**src/rtl/tmr_vote_pkg.sv**
```systemverilog
// tmr_vote_pkg -- shared definitions for the TMR vote controller.
//   state_e        : controller FSM states
//   CH_A/CH_B/CH_C : channel index constants (bit position in per-channel vectors)
//   CNT_W          : width of the consecutive-mismatch counters
//   ERR_W          : width of the optional total-mismatch counters (TMR_ERRCNT_EN)
package tmr_vote_pkg;

  typedef enum logic [1:0] {
    ST_IDLE    = 2'd0,
    ST_COLLECT = 2'd1,
    ST_VOTE    = 2'd2,
    ST_OUT     = 2'd3
  } state_e;

  localparam int unsigned CH_A  = 0;
  localparam int unsigned CH_B  = 1;
  localparam int unsigned CH_C  = 2;
  localparam int unsigned NCH   = 3;

  localparam int unsigned CNT_W = 8;
  localparam int unsigned ERR_W = 8;

endpackage

```
**src/rtl/tmr_bitvote.sv**
```systemverilog
// tmr_bitvote -- combinational W-bit bitwise 2-of-3 majority.
//   a_i, b_i, c_i : input  [W-1:0] redundant words
//   maj_o         : output [W-1:0] (a&b)|(a&c)|(b&c)
module tmr_bitvote #(
  parameter int unsigned W = 8
) (
  input  logic [W-1:0] a_i,
  input  logic [W-1:0] b_i,
  input  logic [W-1:0] c_i,
  output logic [W-1:0] maj_o
);

  assign maj_o = (a_i & b_i) | (a_i & c_i) | (b_i & c_i);

endmodule

```
**src/rtl/tmr_vote_ctrl.sv**
```systemverilog
// tmr_vote_ctrl -- collects one word from each of three redundant channels,
// votes them bitwise 2-of-3, and presents the result with per-channel
// mismatch flags and sticky fault tracking.
//
// Ports:
//   clk, rst          : clock, synchronous active-high reset
//   in_valid[2:0]     : per-channel word valid (bit0=a, bit1=b, bit2=c)
//   in_data_a/b/c     : channel words
//   in_ack[2:0]       : same-cycle pulse when a channel word is captured
//   out_valid         : voted result held until out_ready
//   out_ready         : consumer accepts result
//   out_data          : voted word
//   out_mismatch[2:0] : channel disagreed with out_data or was missing
//   out_timeout       : result formed after timeout with one channel missing
//   drop              : one-cycle pulse when a lone-word set is discarded
//   fault[2:0]        : sticky per-channel fault flags
//   err_cnt_a/b/c     : saturating total-mismatch counters (only with TMR_ERRCNT_EN)
//
// Build option: define TMR_ERRCNT_EN to add the err_cnt_* outputs.
module tmr_vote_ctrl
  import tmr_vote_pkg::*;
#(
  parameter int unsigned W            = 8,
  parameter int unsigned TIMEOUT      = 15,
  parameter int unsigned FAULT_THRESH = 3
) (
  input  logic         clk,
  input  logic         rst,
  input  logic [2:0]   in_valid,
  input  logic [W-1:0] in_data_a,
  input  logic [W-1:0] in_data_b,
  input  logic [W-1:0] in_data_c,
  output logic [2:0]   in_ack,
  output logic         out_valid,
  input  logic         out_ready,
  output logic [W-1:0] out_data,
  output logic [2:0]   out_mismatch,
  output logic         out_timeout,
  output logic         drop,
  output logic [2:0]   fault
`ifdef TMR_ERRCNT_EN
  ,
  output logic [ERR_W-1:0] err_cnt_a,
  output logic [ERR_W-1:0] err_cnt_b,
  output logic [ERR_W-1:0] err_cnt_c
`endif
);

  localparam int unsigned TW = (TIMEOUT < 1) ? 1 : $clog2(TIMEOUT + 1);

  state_e                    state_q, state_d;
  logic [2:0]                cap_q, cap_d;
  logic [2:0][W-1:0]         word_q, word_d;
  logic [TW-1:0]             timer_q, timer_d;
  logic [2:0][CNT_W-1:0]     mcnt_q, mcnt_d;
  logic                      out_valid_q, out_valid_d;
  logic [W-1:0]              out_data_q, out_data_d;
  logic [2:0]                out_mm_q, out_mm_d;
  logic                      out_to_q, out_to_d;
  logic                      drop_q, drop_d;
  logic [2:0]                fault_q, fault_d;
`ifdef TMR_ERRCNT_EN
  logic [2:0][ERR_W-1:0]     err_q, err_d;
`endif

  logic [2:0]                accept;
  logic [2:0][W-1:0]         in_word;
  logic [2:0][W-1:0]         vote_in;
  logic [W-1:0]              voted;
  logic                      two_capt;

  assign in_word = {in_data_c, in_data_b, in_data_a};

  // Missing channels vote as zero.
  always_comb begin
    for (int unsigned i = 0; i < NCH; i++) begin
      vote_in[i] = cap_q[i] ? word_q[i] : '0;
    end
  end

  tmr_bitvote #(.W(W)) u_bitvote (
    .a_i   (vote_in[CH_A]),
    .b_i   (vote_in[CH_B]),
    .c_i   (vote_in[CH_C]),
    .maj_o (voted)
  );

  // Capture is only open while collecting; ack is the same-cycle capture strobe.
  assign accept = ((state_q == ST_IDLE) || (state_q == ST_COLLECT)) ? (in_valid & ~cap_q) : 3'b000;
  assign in_ack = rst ? 3'b000 : accept;

  always_comb begin
    state_d     = state_q;
    cap_d       = cap_q;
    word_d      = word_q;
    timer_d     = timer_q;
    mcnt_d      = mcnt_q;
    out_valid_d = out_valid_q;
    out_data_d  = out_data_q;
    out_mm_d    = out_mm_q;
    out_to_d    = out_to_q;
    drop_d      = 1'b0;
    fault_d     = fault_q;
`ifdef TMR_ERRCNT_EN
    err_d       = err_q;
`endif
    two_capt    = 1'b0;

    case (state_q)
      ST_IDLE: begin
        cap_d = accept;
        for (int unsigned i = 0; i < NCH; i++) begin
          if (accept[i]) word_d[i] = in_word[i];
        end
        if (accept != 3'b000) begin
          timer_d = '0;
          state_d = (accept == 3'b111) ? ST_VOTE : ST_COLLECT;
        end
      end

      ST_COLLECT: begin
        cap_d = cap_q | accept;
        for (int unsigned i = 0; i < NCH; i++) begin
          if (accept[i]) word_d[i] = in_word[i];
        end
        // A word arriving on the expiry cycle still counts toward the set.
        two_capt = (cap_d[0] & cap_d[1]) | (cap_d[0] & cap_d[2]) | (cap_d[1] & cap_d[2]);
        if (cap_d == 3'b111) begin
          state_d = ST_VOTE;
        end else if (timer_q == TW'(TIMEOUT)) begin
          if (two_capt) begin
            state_d = ST_VOTE;
          end else begin
            drop_d  = 1'b1;
            cap_d   = '0;
            state_d = ST_IDLE;
          end
        end else begin
          timer_d = timer_q + 1'b1;
        end
      end

      ST_VOTE: begin
        out_valid_d = 1'b1;
        out_data_d  = voted;
        out_to_d    = (cap_q != 3'b111);
        for (int unsigned i = 0; i < NCH; i++) begin
          out_mm_d[i] = ~cap_q[i] | (vote_in[i] != voted);
          if (out_mm_d[i]) begin
            if (mcnt_q[i] < CNT_W'(FAULT_THRESH)) mcnt_d[i] = mcnt_q[i] + 1'b1;
            if (mcnt_d[i] == CNT_W'(FAULT_THRESH)) fault_d[i] = 1'b1;
`ifdef TMR_ERRCNT_EN
            if (err_q[i] != '1) err_d[i] = err_q[i] + 1'b1;
`endif
          end else begin
            mcnt_d[i] = '0;
          end
        end
        state_d = ST_OUT;
      end

      ST_OUT: begin
        if (out_ready) begin
          out_valid_d = 1'b0;
          cap_d       = '0;
          state_d     = ST_IDLE;
        end
      end

      default: state_d = ST_IDLE;
    endcase
  end

  always_ff @(posedge clk) begin
    if (rst) begin
      state_q     <= ST_IDLE;
      cap_q       <= '0;
      word_q      <= '0;
      timer_q     <= '0;
      mcnt_q      <= '0;
      out_valid_q <= 1'b0;
      out_data_q  <= '0;
      out_mm_q    <= '0;
      out_to_q    <= 1'b0;
      drop_q      <= 1'b0;
      fault_q     <= '0;
`ifdef TMR_ERRCNT_EN
      err_q       <= '0;
`endif
    end else begin
      state_q     <= state_d;
      cap_q       <= cap_d;
      word_q      <= word_d;
      timer_q     <= timer_d;
      mcnt_q      <= mcnt_d;
      out_valid_q <= out_valid_d;
      out_data_q  <= out_data_d;
      out_mm_q    <= out_mm_d;
      out_to_q    <= out_to_d;
      drop_q      <= drop_d;
      fault_q     <= fault_d;
`ifdef TMR_ERRCNT_EN
      err_q       <= err_d;
`endif
    end
  end

  assign out_valid    = out_valid_q;
  assign out_data     = out_data_q;
  assign out_mismatch = out_mm_q;
  assign out_timeout  = out_to_q;
  assign drop         = drop_q;
  assign fault        = fault_q;
`ifdef TMR_ERRCNT_EN
  assign err_cnt_a    = err_q[CH_A];
  assign err_cnt_b    = err_q[CH_B];
  assign err_cnt_c    = err_q[CH_C];
`endif

endmodule

```
**config.mk**
```make
export PLATFORM = sky130hd
export DESIGN_NAME = tmr_vote_ctrl
export DESIGN_NICKNAME = d
export VERILOG_FILES = /design/src/rtl/tmr_vote_pkg.sv /design/src/rtl/tmr_bitvote.sv /design/src/rtl/tmr_vote_ctrl.sv
export SDC_FILE = /design/constraint.sdc
export NUM_CORES = 1
export LEC_CHECK = 0
export CORE_ASPECT_RATIO = 1.75
export CORE_MARGIN = 2
export CORE_UTILIZATION = 50
export CTS_CLUSTER_SIZE = 16
export DETAILED_ROUTE_END_ITERATION = 8
export HOLD_SLACK_MARGIN = 0.08
export MAX_ROUTING_LAYER = met4
export PLACE_DENSITY = 0.73
export SLEW_MARGIN = 20
export SYNTH_ARGS = -nofsm -noshare
export SYNTH_HDL_FRONTEND = slang
export SYNTH_SLANG_ARGS = --single-unit
```
**constraint.sdc**
```tcl
create_clock -name clk -period 1.73 [get_ports clk]
set_input_delay 0.4325 -clock clk [delete_from_list [all_inputs] [get_ports clk]]
set_output_delay 0.4325 -clock clk [all_outputs]
set_load 0.05 [all_outputs]
```
---- After elaboration in Yosys (flattened, before gate mapping) ----
Index checks and enable logic that the tools add are counted.
operators by class
  $add $sub $neg .......................... 4
  $mul .................................... 0
  div/mod/pow operators ................... 0
  order comparisons ....................... 3
  equal/unequal tests ..................... 18
  shift-type cells ........................ 0
  multiplexer cells ....................... 36
  bitwise logic cells ..................... 21
  reductions and logical operators ........ 18
operator list
  cell                                                         number
  2-to-1 mux 8 bit                                             15
  adder 8 x 1 -> 8 bit (second input constant)                 3
  bitwise AND 8 bit                                            3
  == test 8 x 2 -> 1 bit (second input constant)               3
  less-than comparator 8 x 2 -> 1 bit (second input constant)  3
  inequality test 8 bit                                        3
  2-to-1 mux 3 bit                                             6
  bitwise OR 8 bit                                             2
  2-to-1 mux 2 bit                                             6
  2-to-1 mux 4 bit                                             3
  AND reduction 3 bit                                          4
  AND reduction 2 bit                                          5
  one-hot mux 3 bit (3 select lines)                           1
  one-hot mux 2 bit (4 select lines)                           1
  one-hot mux 4 bit (2 select lines)                           1
  == test 3 bit (second input constant)                        2
  inequality test 2 bit (second input constant)                3
  nonzero test 3 bit                                           2
  inverter 1 bit                                               5
  bitwise OR 1 bit                                             5
  adder 4 x 1 -> 4 bit (second input constant)                 1
  == test 2 bit (second input constant)                        2
  == test 4 bit (second input constant)                        1
  AND reduction 4 bit                                          1
  other kinds (15)                                             19
word-level totals
  register bits after elaboration ......... 74
  bits in latches ......................... 0
  bits in writable memories ............... 0
  ROM bits ................................ 0
  input port bits ......................... 30
  output and inout port bits .............. 20
  logic and storage cells ................. 117
  memories kept ........................... 0

---- Logic depth before layout (Yosys ltp) ----
  depth after elaboration ................. 11
  gate-level depth with buffers ........... 7
  gate-level depth less buffers ........... 6

---- By module ----
From an unflattened synthesis, not the netlist that was laid out.
second synthesis, totals
  cell total of the unflattened synthesis .. 404
  area total of the unflattened synthesis .. 3540.9 um^2
by module, submodules not included
  module         times used  cells each  area each (um^2)  seq. area each (um^2)
  tmr_vote_ctrl  1           396         3450.8            1481.4
  tmr_bitvote    1           8           90.1              0.0

---- Worst setup path after synthesis ----
No wires, ideal clock.
  kind .................................... flip-flop to output port
  from .................................... reg cap_q[1]
  to ...................................... out in_ack[1]
  data arrival time ....................... 1880 ps
  required time ........................... 1297 ps
  path slack .............................. -582 ps
  cell stages (with the launch flop) ...... 5
  buffers on the path ..................... 2
  path through ............................ dfxtp_1 buf_2 nand2b_1 clkbuf_1 nor3_1
on the way
  cells in the longest elaborated chain, start to end .. 4
ends and longest elaborated chain
  item                    RTL line              RTL
  start, declared         tmr_vote_ctrl.sv:52   logic [2:0] cap_q, cap_d;
  start signal, assigned  tmr_vote_ctrl.sv:192  cap_q <= cap_d;
  inverter 3 bit          tmr_vote_ctrl.sv:89   assign accept = ((state_q == ST_IDLE) || (state_q == ST_COLLECT)) ? (in_valid & ~cap_q) : 3'b000;
  bitwise AND 3 bit       tmr_vote_ctrl.sv:89
  2-to-1 mux 3 bit        tmr_vote_ctrl.sv:89
  2-to-1 mux 3 bit        tmr_vote_ctrl.sv:90   assign in_ack = rst ? 3'b000 : accept;
  end, declared           tmr_vote_ctrl.sv:33   output logic [2:0] in_ack,
Every way passes these cells.

---- Worst setup path in the final report ----
  from .................................... reg cap_q[0]
  to ...................................... out in_ack[0]
Same word-level chain as after synthesis.

==> results by group <==
Run status
  – Outcome: finished, violations left
  – Violated checks: setup timing

Setup path
  – Critical path type: reg2out
  – Register-to-Register Path Depth: 9
  – Data required time of the worst path: 1.30 ns
  – CP max-delay cell: sky130_fd_sc_hd__dfxtp_2
  – Critical Path Source Type: flip-flop
  – CP bufs+invs: 3
  – Largest stage delay on the critical path: 0.35 ns
  – Flop-to-flop setup slack: -0.15 ns
  – Capture point of the worst reg-to-reg path: mcnt_q[2]
  – List of cells traversed by the critical path: buf_4 -> nand2b_4 -> buf_4 -> nor3_2 -> buf_12
  – Endpoint type of the worst setup path: primary output
  – Worst EP arrival: 1.54 ns
  – Most repeated library cell on the critical path: sky130_fd_sc_hd__buf_4
  – Launching point of the worst reg2reg path: cap_q[2]
  – CP Max Fanout: 7
  – Kind of cell adding the most delay to the critical path: buffers and inverters

Synthesis
  – #FFs+latches synth: 74
  – Count of flip-flops with a built-in enable after synthesis: 0
  – Cell count after synthesis: 461
  – Share of the synthesized area in the top cell type: 39.7%
  – Synth unique cells: 57
  – Synthesized area per cell: 8.10 um^2
  – Cell types occupying the most area after synthesis: sky130_fd_sc_hd__dfxtp_1 (40%), sky130_fd_sc_hd__nand2_1 (6.5%), sky130_fd_sc_hd__a21oi_1 (5.5%)
  – Main synth FF type: sky130_fd_sc_hd__dfxtp_1
  – Post-synthesis sequential area ratio: 39.7%
  – Number of nets in the synthesized netlist: 495
  – Ys async rst share: 0%
  – Post-synthesis cell type with the largest combined area: sky130_fd_sc_hd__dfxtp_1
  – Yosys Warn Count: 0
  – Cell area after synthesis: 3730 um^2

Die
  – Number of top-level design ports: 50
  – Cell Rows: 41
  – Core area: 7230 um^2
  – Initial standard-cell utilization of the core: 51.6%
  – Die width: 69.3 um
  – Total Die Area: 8200 um^2
  – Vert. Die Dim: 118 um

CTS
  – CTS H-Tree Depth: 3
  – CTS Buf Count: 9
  – CTS tree: yes
  – Clock tree buffer depth: 2
  – Root buffer cell: sky130_fd_sc_hd__clkbuf_16
  – Number of sinks driven by the clock tree: 74
  – Clock latency reported for the late side of the worst-skew pair: 0.34 ns
  – Clock input transition at the sequential cells of the worst setup and hold paths: 0.06 ns

Timing
  – Final max-slew violation count: 0
  – RSZ-0062 raised after global routing: yes
  – Least-Margin Pin Slew: 0.601 ns
  – Final Hold Fails: 0
  – Worst slew margin relative to its limit: 59.9%
  – Worst Hold Slack: 0.463 ns
  – Max Fclk: 0.506 GHz
  – Post-route minimum period: 1.98 ns
  – Total Negative Setup Slacks: -4.25 ns
  – Worst Slack Setup Final: -0.247 ns
  – Final worst clock skew: 0.00435 ns
  – Period Utilization, post-route: 114%
  – Total of endpoints with negative setup slack in the final report: 34

Final layout
  – Total number of nets in the final design: 625
  – Antenna cells: 0
  – Area growth syn-to-layout: 52.6%
  – Fraction of the core area covered by cells at the end of the flow: 78.8%
  – Share of final-layout standard cells stronger than drive strength 1: 32.4%

Routing
  – DRC violation count after routing: 0
  – Total vias in the final route: 4111
  – Router iterations before antenna repair: 5
  – First-iteration detailed-routing DRC count: 183
  – Routed vias/inst: 6.03
  – Routed length per instance: 17.8 um
  – Remaining antenna violation count: 0
  – Drt total wl: 12100 um

Power
  – Cell Pwr Density: 1350 nW/um^2
  – Total leakage power: 0.00221 uW
  – IR Drop Worst-Case VDD: 0.905 mV

Global route
  – Via count of the first global-routing pass: 4169
  – Total global-route track usage: 30.9%
  – Initial antenna violation count: 0
  – Leftover overflow at the end of global routing: 0
  – Wire length of the first global-routing pass: 19400 um
  – Pin count of the biggest net entering global routing: 32

Min path
  – Terminating pin of the worst hold path: out_data[7]
  – HP Class: reg2reg
  – Launch instance of the worst min-delay path: out_data[7]
  – Cell count of the worst hold path: 2

Placement
  – HPWL after detailed placement: 8530 um
  – Count of buffers inserted at the top-level ports: 49
  – Gp weighted congestion: 0.912

Flow run
  – Max-capacitance violation count: 0
==> how the worst max path moves through the flow <==
| stage | startpoint | end | slack, ns | depth (start not counted) |
|---|---|---|---|---|
| 5_1_grt | cap_q[2] | in_ack[2] | -0.26 | 5 |
| 4_1_cts | cap_q[2] | in_ack[2] | -0.25 | 5 |
| 6_report | cap_q[0] | in_ack[0] | -0.25 | 5 |
| 2_1_floorplan | cap_q[1] | in_ack[1] | -0.16 | 4 |
| 3_3_place_gp | in_valid[2] | timer_q[3] | -0.48 | 6 |
| 3_5_place_dp | in_valid[2] | timer_q[3] | -0.52 | 6 |
==> area by class of cell <==
type                       count  area, um^2
clock inverter                 7         118
sequential                    74        1490
inverter                       3        11.3
timing repair buffer         153        1410
clock buffer                   9         225
fill                         502        1530
multi-input combinational    350        2340
tap                           86         108
==> kinds of logic (layout without fill, tap and decap cells) <==
group | after synthesis | count (layout) | synth area share (%)
buf+inv | 37 | 172 | 4.32
compound gates | 126 | 126 | 21.8
mux | 9 | 9 | 2.48
fa+ha+maj | 5 | 5 | 1.61
xor+xnor | 3 | 3 | 0.704
simple gates | 207 | 207 | 29.4
flops | 74 | 74 | 39.7
==> where the power goes <==
| part | total (uW) | switching [uW] | internal (uW) |
|---|---|---|---|
| Clock | 2130 | 727 | 1410 |
| Sequential | 2210 | 268 | 1940 |
| Combinational | 3380 | 1740 | 1640 |
| Total | 7720 | 2740 | 4980 |
==> layout by cell type, fill, tap and decap left out, drive strengths merged, types with 4 or more instances in the layout <==
master / count
a21oi: 41
a21boi: 6
o21ai: 25
clkinv: 4
or3: 5
mux2i: 7
ha: 4
a32oi: 6
nand4: 14
a211oi: 8
buf: 124
clkdlybuf4s50: 25
nor3b: 20
dfxtp: 74
clkbuf: 9
nor3: 17
nor4: 10
nand2b: 8
nor2: 37
nand3: 16
a22o: 5
a22oi: 8
nand2: 65
==> worst min-delay path, stage by stage (launching register included) <==
cell                      delay [ns]
sky130_fd_sc_hd__dfxtp_1        0.31
sky130_fd_sc_hd__nand2_1        0.05
sky130_fd_sc_hd__a21oi_1        0.05
==> synthesized netlist by cell type (5+ instances only) <==
library cell,number
sky130_fd_sc_hd__dfxtp_1,74
sky130_fd_sc_hd__nand2_1,65
sky130_fd_sc_hd__a21oi_1,41
sky130_fd_sc_hd__nor2_1,37
sky130_fd_sc_hd__o21ai_0,25
sky130_fd_sc_hd__clkbuf_1,22
sky130_fd_sc_hd__nor3b_1,20
sky130_fd_sc_hd__nor3_1,17
sky130_fd_sc_hd__nand3_1,16
sky130_fd_sc_hd__nand4_1,14
sky130_fd_sc_hd__buf_2,9
sky130_fd_sc_hd__a211oi_1,8
sky130_fd_sc_hd__a22oi_1,8
sky130_fd_sc_hd__nand2b_1,8
sky130_fd_sc_hd__mux2i_1,7
sky130_fd_sc_hd__nor4_1,7
sky130_fd_sc_hd__a32oi_1,6
sky130_fd_sc_hd__a22o_1,5
sky130_fd_sc_hd__or3_1,5
==> through the flow <==
step	setup WS, ns	power [uW]	std cells	cell area [um^2]
after CTS	-0.248	7520	678	5540
after detailed placement	-0.515	4860	645	4830
after floorplan	-0.156	3740	461	3750
after global routing	-0.263	8050	682	5700
after global placement	-0.477	4810	645	4830
final	-0.247	7720	682	5700
==> registers in the layout, indices dropped and copies added (netlist names) <==
signal,flops
mcnt_q,24
fault,3
out_mismatch,3
out_valid,1
timer_q,4
drop,1
word_q,24
out_timeout,1
out_data,8
state_q,2
cap_q,3
==> metal layers <==
metal	wire length [um]	GRT usage [%]	part of all wire, %
met4	782	22.7	6.4
met2	6760	57.0	56
met5	0	-	0
met3	490	4.09	4.0
met1	4120	28.0	34
==> timing repair <==
item                                    in CTS  in global routing
gates cloned                                 3                  0
pin swaps                                   11                  9
endpoints found under the setup margin      52                 41
hold buffers                                 0                  0
resized for setup                           50                 29
buffers inserted                            14                  4
No activity file was read; power rests on OpenSTA's default activity.
